File: config.mk
export PLATFORM = sky130hd
export DESIGN_NAME = op_sequencer_flat
export DESIGN_NICKNAME = d
export VERILOG_FILES = /design/src/rtl/op_sequencer_if.sv /design/src/rtl/op_sequencer.sv /design/src/flat_wrapper.sv
export SDC_FILE = /design/constraint.sdc
export NUM_CORES = 1
export LEC_CHECK = 0
export BUFFER_PORTS_ARGS = -buffer_cell sky130_fd_sc_hd__buf_2
export CORE_UTILIZATION = 54
export CTS_BUF_LIST = sky130_fd_sc_hd__clkbuf_8
export DETAILED_ROUTE_END_ITERATION = 7
export HOLD_SLACK_MARGIN = 0.15
export PLACE_DENSITY = 0.78
export SLEW_MARGIN = 40
export SYNTH_ARGS = -nofsm -noshare
export SYNTH_HDL_FRONTEND = slang
export SYNTH_SLANG_ARGS = --single-unit
File: constraint.sdc
create_clock -name clk -period 2.8 [get_ports clk]
set_clock_uncertainty 0.15 [all_clocks]
set_input_delay 0.42 -clock clk [delete_from_list [all_inputs] [get_ports clk]]
set_output_delay 0.42 -clock clk [all_outputs]
set_load 0.005 [all_outputs]
File: src/rtl/op_sequencer_if.sv
// Bundle of operand stream, result stream and compute-core request signals
// used between host logic, op_sequencer and the start/busy compute core.
interface op_sequencer_if;
  logic        op_valid;
  logic [15:0] op_data;
  logic        op_ready;
  logic        res_valid;
  logic [31:0] res_data;
  logic        res_err;
  logic        res_ready;
  logic        req_st;
  logic [15:0] req_in;
  logic        req_busy;
  logic [31:0] req_out;
  logic        inflight;

  // master: host side plus compute core; slave: the sequencer itself
  modport master (
    output op_valid, op_data, res_ready, req_busy, req_out,
    input  op_ready, res_valid, res_data, res_err, req_st, req_in, inflight
  );

  modport slave (
    input  op_valid, op_data, res_ready, req_busy, req_out,
    output op_ready, res_valid, res_data, res_err, req_st, req_in, inflight
  );
endinterface

File: src/rtl/op_sequencer.sv
// Operand FIFO -> one-at-a-time start/busy request -> in-order result FIFO.
// Optional WATCHDOG_EN bounds WAIT to TIMEOUT cycles and flags timed-out results.
module op_sequencer #(
  parameter int OP_DEPTH  = 4,
  parameter int RES_DEPTH = 4,
  parameter int BUSY_LAT  = 1,
  parameter int TIMEOUT   = 1024
) (
  input  logic          clk,
  input  logic          rst,
  op_sequencer_if.slave bus
);

  localparam int OP_AW   = $clog2(OP_DEPTH);
  localparam int RES_AW  = $clog2(RES_DEPTH);
  // one counter serves both the ARM countdown and the WAIT watchdog
  localparam int CNT_MAX = (TIMEOUT > BUSY_LAT) ? TIMEOUT : BUSY_LAT;
  localparam int CNT_W   = $clog2(CNT_MAX + 1);

  typedef enum logic [1:0] {S_IDLE, S_ARM, S_WAIT, S_CAPTURE} state_t;

  state_t r_state, w_state_next;

  logic [15:0]       r_op_mem [OP_DEPTH];
  logic [OP_AW-1:0]  r_op_wr, r_op_rd;
  logic [OP_AW:0]    r_op_cnt;

  logic [31:0]       r_res_mem [RES_DEPTH];
  logic [RES_AW-1:0] r_res_wr, r_res_rd;
  logic [RES_AW:0]   r_res_cnt;

  logic [CNT_W-1:0]  r_cnt;
  logic              r_req_st;
  logic [15:0]       r_req_in;
  logic              r_inflight;

  logic w_op_ready, w_op_push, w_op_pop, w_op_empty;
  logic w_res_full, w_res_empty, w_res_push, w_res_pop;
  logic w_launch, w_capture, w_timed_out;
  logic [31:0] w_push_data;

  assign w_op_empty  = (r_op_cnt == '0);
  assign w_op_ready  = (r_op_cnt != (OP_AW+1)'(OP_DEPTH));
  assign w_op_push   = bus.op_valid & w_op_ready;
  assign w_op_pop    = w_launch;

  assign w_res_empty = (r_res_cnt == '0);
  assign w_res_full  = (r_res_cnt == (RES_AW+1)'(RES_DEPTH));
  assign w_res_push  = w_capture;
  assign w_res_pop   = ~w_res_empty & bus.res_ready;

`ifdef WATCHDOG_EN
  assign w_timed_out = (r_cnt == CNT_W'(TIMEOUT));
`else
  assign w_timed_out = 1'b0;
`endif
  assign w_push_data = w_timed_out ? 32'hFFFF_FFFF : bus.req_out;

  always_comb begin
    w_state_next = r_state;
    w_launch     = 1'b0;
    w_capture    = 1'b0;
    case (r_state)
      S_IDLE: begin
        if (!w_op_empty && !w_res_full) begin
          w_launch     = 1'b1;
          w_state_next = S_ARM;
        end
      end
      S_ARM: begin
        if (r_cnt <= CNT_W'(1)) w_state_next = S_WAIT;
      end
      S_WAIT: begin
        if (!bus.req_busy) w_state_next = S_CAPTURE;
`ifdef WATCHDOG_EN
        else if (r_cnt == CNT_W'(TIMEOUT - 1)) w_state_next = S_CAPTURE;
`endif
      end
      S_CAPTURE: begin
        w_capture    = 1'b1;
        w_state_next = S_IDLE;
      end
      default: w_state_next = S_IDLE;
    endcase
  end

  always_ff @(posedge clk) begin
    if (rst) r_state <= S_IDLE;
    else     r_state <= w_state_next;
  end

  always_ff @(posedge clk) begin
    if (rst) begin
      r_req_st   <= 1'b0;
      r_req_in   <= '0;
      r_inflight <= 1'b0;
      r_cnt      <= '0;
    end else begin
      r_req_st <= w_launch;
      if (w_launch) begin
        r_req_in   <= r_op_mem[r_op_rd];
        r_inflight <= 1'b1;
        r_cnt      <= CNT_W'(BUSY_LAT);
      end else if (r_state == S_ARM) begin
        r_cnt <= (w_state_next == S_WAIT) ? '0 : r_cnt - CNT_W'(1);
      end
`ifdef WATCHDOG_EN
      else if (r_state == S_WAIT && bus.req_busy) begin
        r_cnt <= r_cnt + CNT_W'(1);
      end
`endif
      if (w_capture) r_inflight <= 1'b0;
    end
  end

  // FIFO pointers and occupancy; storage itself is never reset
  always_ff @(posedge clk) begin
    if (rst) begin
      r_op_wr   <= '0;
      r_op_rd   <= '0;
      r_op_cnt  <= '0;
      r_res_wr  <= '0;
      r_res_rd  <= '0;
      r_res_cnt <= '0;
    end else begin
      if (w_op_push) r_op_wr <= r_op_wr + OP_AW'(1);
      if (w_op_pop)  r_op_rd <= r_op_rd + OP_AW'(1);
      case ({w_op_push, w_op_pop})
        2'b10:   r_op_cnt <= r_op_cnt + (OP_AW+1)'(1);
        2'b01:   r_op_cnt <= r_op_cnt - (OP_AW+1)'(1);
        default: r_op_cnt <= r_op_cnt;
      endcase
      if (w_res_push) r_res_wr <= r_res_wr + RES_AW'(1);
      if (w_res_pop)  r_res_rd <= r_res_rd + RES_AW'(1);
      case ({w_res_push, w_res_pop})
        2'b10:   r_res_cnt <= r_res_cnt + (RES_AW+1)'(1);
        2'b01:   r_res_cnt <= r_res_cnt - (RES_AW+1)'(1);
        default: r_res_cnt <= r_res_cnt;
      endcase
    end
  end

  always_ff @(posedge clk) begin
    if (w_op_push)  r_op_mem[r_op_wr]   <= bus.op_data;
    if (w_res_push) r_res_mem[r_res_wr] <= w_push_data;
  end

`ifdef WATCHDOG_EN
  logic r_res_err_mem [RES_DEPTH];

  always_ff @(posedge clk) begin
    if (w_res_push) r_res_err_mem[r_res_wr] <= w_timed_out;
  end

  assign bus.res_err = w_res_empty ? 1'b0 : r_res_err_mem[r_res_rd];
`else
  assign bus.res_err = 1'b0;
`endif

  assign bus.op_ready  = w_op_ready;
  assign bus.res_valid = ~w_res_empty;
  assign bus.res_data  = w_res_empty ? 32'd0 : r_res_mem[r_res_rd];
  assign bus.req_st    = r_req_st;
  assign bus.req_in    = r_req_in;
  assign bus.inflight  = r_inflight;

endmodule

File: src/flat_wrapper.sv
// flat-port wrapper written by rule: the top's interface ports become plain ports
module op_sequencer_flat 
#(
  parameter int OP_DEPTH  = 4,
  parameter int RES_DEPTH = 4,
  parameter int BUSY_LAT  = 1,
  parameter int TIMEOUT   = 1024
)
  (clk, rst, bus_op_valid, bus_op_data, bus_res_ready, bus_req_busy, bus_req_out, bus_op_ready, bus_res_valid, bus_res_data, bus_res_err, bus_req_st, bus_req_in, bus_inflight);
  op_sequencer_if bus_i ();
  input  logic clk;
  input  logic rst;
  input wire logic [$bits(bus_i.op_valid)-1:0] bus_op_valid;
  input wire logic [$bits(bus_i.op_data)-1:0] bus_op_data;
  input wire logic [$bits(bus_i.res_ready)-1:0] bus_res_ready;
  input wire logic [$bits(bus_i.req_busy)-1:0] bus_req_busy;
  input wire logic [$bits(bus_i.req_out)-1:0] bus_req_out;
  output wire logic [$bits(bus_i.op_ready)-1:0] bus_op_ready;
  output wire logic [$bits(bus_i.res_valid)-1:0] bus_res_valid;
  output wire logic [$bits(bus_i.res_data)-1:0] bus_res_data;
  output wire logic [$bits(bus_i.res_err)-1:0] bus_res_err;
  output wire logic [$bits(bus_i.req_st)-1:0] bus_req_st;
  output wire logic [$bits(bus_i.req_in)-1:0] bus_req_in;
  output wire logic [$bits(bus_i.inflight)-1:0] bus_inflight;
  assign bus_i.op_valid = bus_op_valid;
  assign bus_i.op_data = bus_op_data;
  assign bus_i.res_ready = bus_res_ready;
  assign bus_i.req_busy = bus_req_busy;
  assign bus_i.req_out = bus_req_out;
  assign bus_op_ready = bus_i.op_ready;
  assign bus_res_valid = bus_i.res_valid;
  assign bus_res_data = bus_i.res_data;
  assign bus_res_err = bus_i.res_err;
  assign bus_req_st = bus_i.req_st;
  assign bus_req_in = bus_i.req_in;
  assign bus_inflight = bus_i.inflight;
  op_sequencer #(.OP_DEPTH(OP_DEPTH), .RES_DEPTH(RES_DEPTH), .BUSY_LAT(BUSY_LAT), .TIMEOUT(TIMEOUT)) u_core (.clk(clk), .rst(rst), .bus(bus_i));
endmodule
==> results.json, run 1 <==
{
  "status": "complete, no violations",
  "hp-class": "primary input to register",
  "syn2layout_area_growth_pct": 22.0,
  "crit_arrival_ns": 2.00,
  "clkTransAtPathRegs_ns": 0.06,
  "synth_top_area_share_pct": 62.2,
  "die_area_mm2": 0.0177,
  "wire_per_inst_um": 18.2,
  "cts.path.max_buffers": 3,
  "synth_fa_ha_area_share_pct": 2.05,
  "worst_pin_slew_ns": 0.665,
  "p_comb_share_pct": 22.0,
  "synthArstFlopShare_pct": 0,
  "ir_drop_mv": 0.566,
  "insertedDiodeCount": 0,
  "drc": 0,
  "synth_top_area_cell": "edfxtp_1",
  "slowest_stage": "mux4_2",
  "synthXorXnorAreaFrac_pct": 1.70,
  "drive_gt1_share_pct": 30.5,
  "slowest_delay_ns": 0.56,
  "wirelength_um": 17700,
  "dr.pass1.iters": 4,
  "period_share_pct": 91.9,
  "max_cap_violations": 0,
  "preCtsSetupSlack_ns": 0.250,
  "leakagePower_uw": 0.00410,
  "synthesis.nets": 603,
  "clkPwrFrac_pct": 29.1,
  "cts.sinks": 239,
  "fin_ws_ns": 0.228,
  "r2r_setup_slack_ns": 0.24,
  "crit_fanout": 32,
  "finalSetupViolCount": 0,
  "nFillCells": 1126,
  "htree_num_levels": 2,
  "synthCells": 536,
  "power_uw": 9080,
  "reg2reg_to": "u_core.r_op_cnt[2]",
  "fin_crit_ns": 2.57,
  "yosysMostFrequentCell": "edfxtp_1",
  "synth_common_cells": "edfxtp_1, mux4_2, dfxtp_1",
  "slew_headroom_pct": 55.0,
  "clock_latency_ns": 0.53,
  "cts_tree": "yes",
  "yosys_warnings": 0,
  "final_cells": 974,
  "vias": 5180,
  "rsz0062_at_grt": "false",
  "synth_top_family_by_area": "multiplexers",
  "cts_root_buf": "clkbuf_8",
  "synth.ff_latch_count": 239,
  "switching_share_pct": 28.2,
  "critPathKind": "register to output pin",
  "drt_iter0_markers": 289,
  "grt_pass1_wl_um": 27800,
  "die_h_um": 133,
  "grt_pass1_vias": 5558,
  "slew_viol_final": 0,
  "yosys_most_used_dff": "edfxtp_1",
  "r2r-start": "u_core.r_op_cnt[0]",
  "drtAntennaViolNets": 0,
  "track_usage_pct": 20.6,
  "internal_power_uw": 6510,
  "avgSynthCellArea_um2": 17.3,
  "rows": 47,
  "power_switching_uw": 2560,
  "fp.dieW_um": 133,
  "nets": 793,
  "path_cells": "buf_12 > mux4_2 > and2_1 > buf_2",
  "hold_viol": 0,
  "ys_seq_area_share_pct": 72.4,
  "endpoint_kind": "output pin",
  "multi_input_area_mm2": 0.00237,
  "hpwl_um": 11000,
  "seq_power_share_pct": 48.9,
  "synthMuxAreaShare_pct": 11.7,
  "gp_congestion": 0.769,
  "vias_per_cell": 5.32,
  "initial_core_util_pct": 55.7,
  "cts_hold_buffers": 50,
  "ys_types": 45,
  "core_mm2": 0.0166,
  "grt_max_degree": 35,
  "postCtsSetupBuffers": 0,
  "synth_compound_area_share_pct": 2.04,
  "cts_resized": 0,
  "synth-simple-area-share_pct": 8.01,
  "ff_latch_area_mm2": 0.00671,
  "antenna_found_initial": 0,
  "syn_area_mm2": 0.00926,
  "power.density_mw_per_mm2": 803,
  "grt.overflow.total": 0,
  "dp_cells": 856,
  "numCtsBuffers": 38,
  "worst-r2r-cell-count": 9,
  "synth-edff-count": 192,
  "endpoint": "bus_res_data[30]",
  "synthTopCellsByArea": "edfxtp_1, mux4_2, dfxtp_1, and2_1, ha_1",
  "critPathRequiredTime_ns": 2.23,
  "clock.fmax_mhz": 389,
  "port_buffers": 104,
  "crit_path_start_kind": "register",
  "fin_setup_tns_ns": 0,
  "io_pins": 106
}
[power groups by stage]
stage          sequential, uW  combinational (uW)  clock (uW)
2_1_floorplan            4430                1390           0
3_3_place_gp             4470                1870           0
3_5_place_dp             4500                1950           0
4_1_cts                  4430                2020        2690
5_1_grt                  4480                2190        2860
6_report                 4440                1990        2640
[worst max-delay path: cells and delay by family, from the launching register on]
family | cells | cell delay [ns]
AND/OR/NAND/NOR | 1 | 0.19
buffers and inverters | 2 | 0.38
multiplexers | 1 | 0.56
flip-flops | 1 | 0.34
[worst min path at each step]
stage,start,depth (start not counted),to
3_3_place_gp,u_core.bus.req_in[5],2,u_core.bus.req_in[5]
4_1_cts,bus_req_busy,4,u_core.r_state[0]
5_1_grt,bus_req_busy,4,u_core.r_state[0]
3_5_place_dp,u_core.bus.req_in[0],2,u_core.bus.req_in[0]
2_1_floorplan,u_core.bus.req_in[0],2,u_core.bus.req_in[0]
6_report,bus_req_busy,4,u_core.r_state[0]
[kinds of logic (layout without fill, tap and decap cells)]
logic type               count (synthesis)  count (layout)
adder cells (fa/ha/maj)                 14              14
AO/OA/AOI/OAI                           34              34
XOR/XNOR                                18              18
flip-flops                             239             239
AND/OR/NAND/NOR                        142             142
other                                    1               1
buffers and inverters                   40             258
multiplexers                            48              48
[cell usage in the layout (no fill, tap or decap), types with 3 or more instances in the layout]
master           n
nor3_1           5
clkinv_2         3
xor2_1           8
and3_1           4
clkinv_1         7
a211oi_1         4
inv_1           29
dlygate4sd3_1   50
mux4_2          48
clkbuf_8        38
buf_2          104
xnor2_1         10
dfxtp_1         46
edfxtp_1       192
nand2_1         38
or3_1            3
nor4_1           3
a21oi_1         24
buf_4           20
nand3_1          3
nor2_1          31
and3_2           4
ha_1            12
and2_1          34
[state kept, by name (all words and copies together) (netlist names), named ones only]
register             count
u_core.bus.req_st        1
u_core.r_op_mem         64
u_core.bus.req_in       16
u_core.bus.inflight      1
u_core.r_res_mem       128
u_core.r_cnt            11
u_core.r_op_cnt          3
u_core.r_state           2
u_core.r_op_rd           2
u_core.r_res_cnt         3
u_core.r_res_rd          2
u_core.r_op_wr           2
u_core.r_res_wr          2
[per-stage QoR]
stage               utilization [%]  area (um^2)  hold slack [ns]
finish                         67.9        11300            0.177
global route                   67.9        11300            0.198
detailed placement             60.8        10100            0.299
floorplan                         -         9260            0.303
CTS                            67.9        11300            0.155
global placement               60.8        10100            0.291
[layout make-up]
cell class | count | share of cell area [%]
Clock inverter | 30 | 1.37
Tap cell | 220 | 2.44
Clock buffer | 38 | 4.63
Inverter | 14 | 0.509
Sequential cell | 239 | 59.4
Timing Repair Buffer | 176 | 10.7
Multi-Input combinational cell | 257 | 21.0
[per-layer routing]
metal  routed length (um)  part of all wire [%]  GRT usage [%]  vias up
li1                     -                     -              -     2415
met4                  198                   1.1           6.77        0
met1                 7280                    41           24.8     2575
met2                 9300                    52           36.6      164
met5                    0                     0              0        -
met3                  967                   5.5           4.90       26
No activity file was read; power rests on OpenSTA's default activity.
==> inputs of run 2 (changes only) <==
--- a/config.mk
+++ b/config.mk
@@ -6,11 +6,13 @@
 export NUM_CORES = 1
 export LEC_CHECK = 0
 export BUFFER_PORTS_ARGS = -buffer_cell sky130_fd_sc_hd__buf_2
-export CORE_UTILIZATION = 54
+export CELL_PAD_IN_SITES_DETAIL_PLACEMENT = 1
+export CELL_PAD_IN_SITES_GLOBAL_PLACEMENT = 1
+export CORE_UTILIZATION = 46
 export CTS_BUF_LIST = sky130_fd_sc_hd__clkbuf_8
 export DETAILED_ROUTE_END_ITERATION = 7
 export HOLD_SLACK_MARGIN = 0.15
-export PLACE_DENSITY = 0.78
+export PLACE_DENSITY_LB_ADDON = 0.1
 export SLEW_MARGIN = 40
 export SYNTH_ARGS = -nofsm -noshare
 export SYNTH_HDL_FRONTEND = slang
==> constraint.sdc (replaced) <==
create_clock -name clk -period 2.25 [get_ports clk]
set_clock_uncertainty 0.15 [all_clocks]
set_input_delay 0.3375 -clock clk [delete_from_list [all_inputs] [get_ports clk]]
set_output_delay 0.3375 -clock clk [all_outputs]
set_load 0.005 [all_outputs]
==> run 2 against run 1 <==
The run now ends with setup timing left. Count of clock-buffer cells in the layout rose by 6. Via count rose by 2.6%. Setup slack got worse by 0.39 ns. Die area rose by 17%. Sequential power rose by 23%. Largest power group unchanged. Sequential share of layout area fell by 3.2 points. Wire length rose by 21%.
==> results.json, run 2 (synthesized netlist as in run 1, its figures left out) <==
{
  "cts.path.max_buffers": 3,
  "final_area_mm2": 0.0120,
  "initial_core_util_pct": 47.3,
  "grt_pass1_wl_um": 32200,
  "drc": 0,
  "failed_checks": "setup timing",
  "drive_gt1_share_pct": 38.2,
  "power.density_mw_per_mm2": 1020,
  "clock_latency_ns": 0.53,
  "crit_fanout": 8,
  "path_cells": "clkbuf_16 > mux4_2 > and2_1 > buf_2",
  "slowest_delay_ns": 0.49,
  "layout_common_cells": "edfxtp_1, buf_2, dlygate4sd3_1",
  "hpwl_um": 11600,
  "die_h_um": 144,
  "grt.overflow.total": 0,
  "crit_arrival_ns": 1.93,
  "top_register": "u_core.r_res_mem",
  "largest_reg_flops": 128,
  "syn2layout_area_growth_pct": 29.2,
  "insertedDiodeCount": 0,
  "power_switching_uw": 3470,
  "cts_root_buf": "clkbuf_8",
  "numCtsBuffers": 41,
  "critical_path_buf_inv_count": 2,
  "track_usage_pct": 21.2,
  "gp_congestion": 0.722,
  "drt_iter0_markers": 224,
  "drtAntennaViolNets": 0,
  "slew_viol_final": 0,
  "slowest_stage": "mux4_2",
  "cts.sinks": 239,
  "core_mm2": 0.0196,
  "fin_ws_ns": -0.166,
  "postPlaceCellArea_mm2": 0.0103,
  "cp_num_cells": 4,
  "seq_power_share_pct": 45.0,
  "period_share_pct": 107,
  "dr.pass1.iters": 4,
  "fp.dieW_um": 144,
  "clkTransAtPathRegs_ns": 0.06,
  "rsz0062_at_grt": "true",
  "switching_share_pct": 28.5,
  "nets": 805,
  "htree_num_levels": 2,
  "clkPwrFrac_pct": 29.7,
  "die_area_mm2": 0.0207,
  "io_pins": 106,
  "finalSetupViolCount": 33,
  "hold_viol": 0,
  "crit_path_start_kind": "register",
  "wire_per_inst_um": 20.7,
  "wirelength_um": 21400,
  "critPathKind": "register to output pin",
  "antenna_found_initial": 0,
  "rows": 51,
  "vias": 5313,
  "p_comb_share_pct": 25.3,
  "preCtsSetupSlack_ns": -0.224,
  "layout_commonest_cell": "edfxtp_1",
  "cts_tree": "yes",
  "cpLargestDelayFamily": "multiplexers",
  "hp-class": "primary input to register",
  "clock.fmax_mhz": 414,
  "critPathRequiredTime_ns": 1.76,
  "grt_max_degree": 33,
  "port_buffers": 104,
  "endpoint_kind": "output pin",
  "hold-path-cell-count": 5,
  "grt_pass1_vias": 5879,
  "max_cap_violations": 0,
  "worst-r2r-cell-count": 9,
  "leakagePower_uw": 0.00431,
  "vias_per_cell": 5.13,
  "status": "finished, violations left",
  "internal_power_uw": 8700,
  "fin_crit_ns": 2.42,
  "ir_drop_mv": 0.855
}
## run 2: cell count changes in the layout (fill, tap and decap cells not counted), sizes merged
| cell | change |
|---|---|
| clkinv | -1 |
| inv | +4 |
| dlygate4sd3 | +1 |
| clkbuf | +7 |
| clkinvlp | -2 |
| buf | +7 |
## run 2: worst paths after layout
kind / from / to / slack (ns)
min: bus_op_valid / u_core.r_op_wr[0] / 0.22
max: register / bus_res_data[15] / -0.17
min reg2reg: u_core.bus.req_in[8] / u_core.bus.req_in[8] / 0.30
max reg2reg: u_core.r_res_cnt[2] / u_core.r_op_cnt[2] / -0.09
## run 2: layout make-up
class                      instances  area (um^2)
clock inverter                    31          151
multi-input combinational        257         2500
sequential                       239         6720
tap                              265          332
clock buffer                      44          606
inverter                          14         60.1
timing repair buffer             185         1590
fill                            1812         7620
## run 2: layer usage
metal,wire length (um),vias up,track usage [%]
li1,-,2441,-
met1,8300,2702,24.0
met2,11600,135,39.3
met3,1060,35,4.80
met4,403,0,6.77
met5,0,-,0
## run 2: through the flow
stage               TNS [ns]  hold WS (ns)  power (uW)  utilization, %  std cells
CTS                    -6.01         0.206       12100            60.2       1031
floorplan             -0.352         0.286        7280               -        536
finish                 -4.52         0.223       12200            61.1       1035
detailed placement    -0.268         0.303        8170            52.4        901
global route           -6.94         0.230       12800            61.1       1035
global placement     -0.0894         0.291        8050            52.4        901
## run 2: power groups by stage
stage | combinational [uW] | sequential [uW] | clock (uW)
after detailed placement | 2620 | 5550 | 0
after global placement | 2530 | 5520 | 0
after global routing | 3370 | 5530 | 3910
final | 3080 | 5480 | 3610
after CTS | 2960 | 5480 | 3690
after floorplan | 1760 | 5520 | 0
## run 2: worst min-delay path, stage by stage
cell and delay [ns]:
buf_2 0.12, and2_4 0.16, buf_4 0.11, xnor2_1 0.06, nor2_1 0.07
## run 2: repair_timing
| action | CTS | global route |
|---|---|---|
| endpoints found under the setup margin | 37 | 37 |
| endpoints found under the hold margin | 210 | 0 |
| pin swaps | 15 | 23 |
| buffers inserted | 1 | 3 |
| resized for setup | 44 | 33 |
| hold buffers | 51 | 0 |
| gates cloned | 3 | 1 |
==> inputs of run 3 (changes only) <==
--- a/config.mk
+++ b/config.mk
@@ -5,13 +5,14 @@
 export SDC_FILE = /design/constraint.sdc
 export NUM_CORES = 1
 export LEC_CHECK = 0
-export BUFFER_PORTS_ARGS = -buffer_cell sky130_fd_sc_hd__buf_2
+export BUFFER_PORTS_ARGS = -buffer_cell sky130_fd_sc_hd__buf_4
 export CELL_PAD_IN_SITES_DETAIL_PLACEMENT = 1
 export CELL_PAD_IN_SITES_GLOBAL_PLACEMENT = 1
 export CORE_UTILIZATION = 46
 export CTS_BUF_LIST = sky130_fd_sc_hd__clkbuf_8
 export DETAILED_ROUTE_END_ITERATION = 7
 export HOLD_SLACK_MARGIN = 0.15
+export MAX_ROUTING_LAYER = met4
 export PLACE_DENSITY_LB_ADDON = 0.1
 export SLEW_MARGIN = 40
 export SYNTH_ARGS = -nofsm -noshare
==> run 3 against run 2 <==
The run still ends with setup timing left. Count of clock-buffer cells in the layout down 1. Global-route usage up 0.067 points. Sequential power about the same. Flip-flop and latch count unchanged. Critical path depth unchanged. Critical path type unchanged.
==> results.json, run 3 (synthesized netlist as in run 1, its figures left out) <==
{
  "ir_drop_mv": 0.646,
  "leakagePower_uw": 0.00432,
  "drt_iter0_markers": 221,
  "status": "finished, violations left",
  "period_share_pct": 107,
  "final_area_mm2": 0.0121,
  "top_register": "u_core.r_res_mem",
  "crit_arrival_ns": 1.92,
  "hp-class": "primary input to register",
  "rsz0062_at_grt": "true",
  "initial_core_util_pct": 47.3,
  "vias": 5271,
  "dr.pass1.iters": 4,
  "nets": 805,
  "grt_max_degree": 38,
  "power.density_mw_per_mm2": 994,
  "met2WireLength_um": 11100,
  "gp_congestion": 0.754,
  "hpwl_um": 11800,
  "insertedDiodeCount": 0,
  "drtAntennaViolNets": 0,
  "wl_met3_um": 824,
  "cts_tree": "yes",
  "clock.fmax_mhz": 416,
  "max_cap_violations": 0,
  "cts_root_buf": "clkbuf_8",
  "largest_reg_flops": 128,
  "endpoint_kind": "output pin",
  "holdCritStartpoint": "bus_op_valid",
  "port_buffers": 104,
  "top_layer": "met4",
  "critPathRequiredTime_ns": 1.76,
  "finalCoreUtilization_pct": 61.8,
  "track_usage_pct": 21.3,
  "die_area_mm2": 0.0207,
  "layout_commonest_cell": "edfxtp_1",
  "critPathKind": "register to output pin",
  "grt_pass1_vias": 5839,
  "wirelength_um": 20500,
  "cts.sinks": 239,
  "grt.overflow.total": 0,
  "cts.path.max_buffers": 3,
  "wire_per_inst_um": 19.9,
  "io_pins": 106,
  "layout_common_cells": "edfxtp_1, buf_4, dlygate4sd3_1",
  "core_mm2": 0.0196,
  "numCtsBuffers": 41,
  "antenna_found_initial": 0,
  "clkTransAtPathRegs_ns": 0.06,
  "rows": 51,
  "met1_length_um": 8180,
  "drc": 0,
  "fin_crit_ns": 2.41,
  "crit_fanout": 11,
  "syn2layout_area_growth_pct": 30.7,
  "die_h_um": 144,
  "slew_viol_final": 0,
  "vias_per_cell": 5.10,
  "clock_latency_ns": 0.51,
  "grt_pass1_wl_um": 31700,
  "fp.dieW_um": 144,
  "fin_ws_ns": -0.155,
  "crit_path_start_kind": "register",
  "postPlaceCellArea_mm2": 0.0105,
  "failed_checks": "setup timing",
  "drive_gt1_share_pct": 38.3,
  "r2r-start": "u_core.r_res_cnt[2]",
  "finalSetupViolCount": 34,
  "htree_num_levels": 2,
  "hold_viol": 0
}
==> run 3: final timing paths <==
kind	to	slack, ns	cells past startpoint
hold / removal	u_core.r_op_wr[0]	0.21	5
hold reg to reg	u_core.bus.req_in[2]	0.31	2
setup / recovery	bus_res_data[8]	-0.16	4
setup reg to reg	u_core.r_op_cnt[2]	-0.06	9
==> run 3: power by group <==
part | switching [uW] | internal, uW
sequential | 261 | 5230
combinational | 1490 | 1630
clock | 1660 | 1760
total | 3420 | 8620
==> run 3: cell type report <==
class	count	area [um^2]
fillers	1780	7480
flip-flops and latches	239	6720
inverters	14	60.1
multi-input cells	257	2520
clock inverters	30	121
clock buffers	43	592
well taps	265	332
repair buffers	185	1760
==> run 3: critical path, stage by stage (launching register included) <==
cell	delay, ns
dfxtp_4	0.42
buf_12	0.17
mux4_2	0.52
and2_4	0.18
buf_6	0.11
==> run 3: metrics by stage <==
step | worst slack [ns] | power (uW) | hold WS [ns] | TNS (ns) | instances
after global placement | -0.0900 | 8200 | 0.296 | -0.0900 | 901
after detailed placement | -0.197 | 8330 | 0.302 | -0.244 | 901
after CTS | -0.215 | 12000 | 0.164 | -5.96 | 1027
after global routing | -0.236 | 12700 | 0.225 | -7.20 | 1033
final | -0.155 | 12000 | 0.213 | -4.46 | 1033
after floorplan | -0.244 | 7280 | 0.286 | -0.352 | 536
==> run 3: metal layers <==
| metal | vias to the layer above | GRT usage [%] |
|---|---|---|
| met4 | 0 | 5.94 |
| met2 | 130 | 38.4 |
| met1 | 2669 | 23.8 |
| met5 | - | - |
| met3 | 32 | 4.20 |
| li1 | 2440 | - |
==> run 3: repair_timing <==
item,CTS,global route
setup buffers,0,6
hold buffers,52,0
gates resized for setup,45,39
endpoints found under the hold margin,225,0
setup endpoints to repair,36,37
pin swaps,1,6
gates cloned,1,0
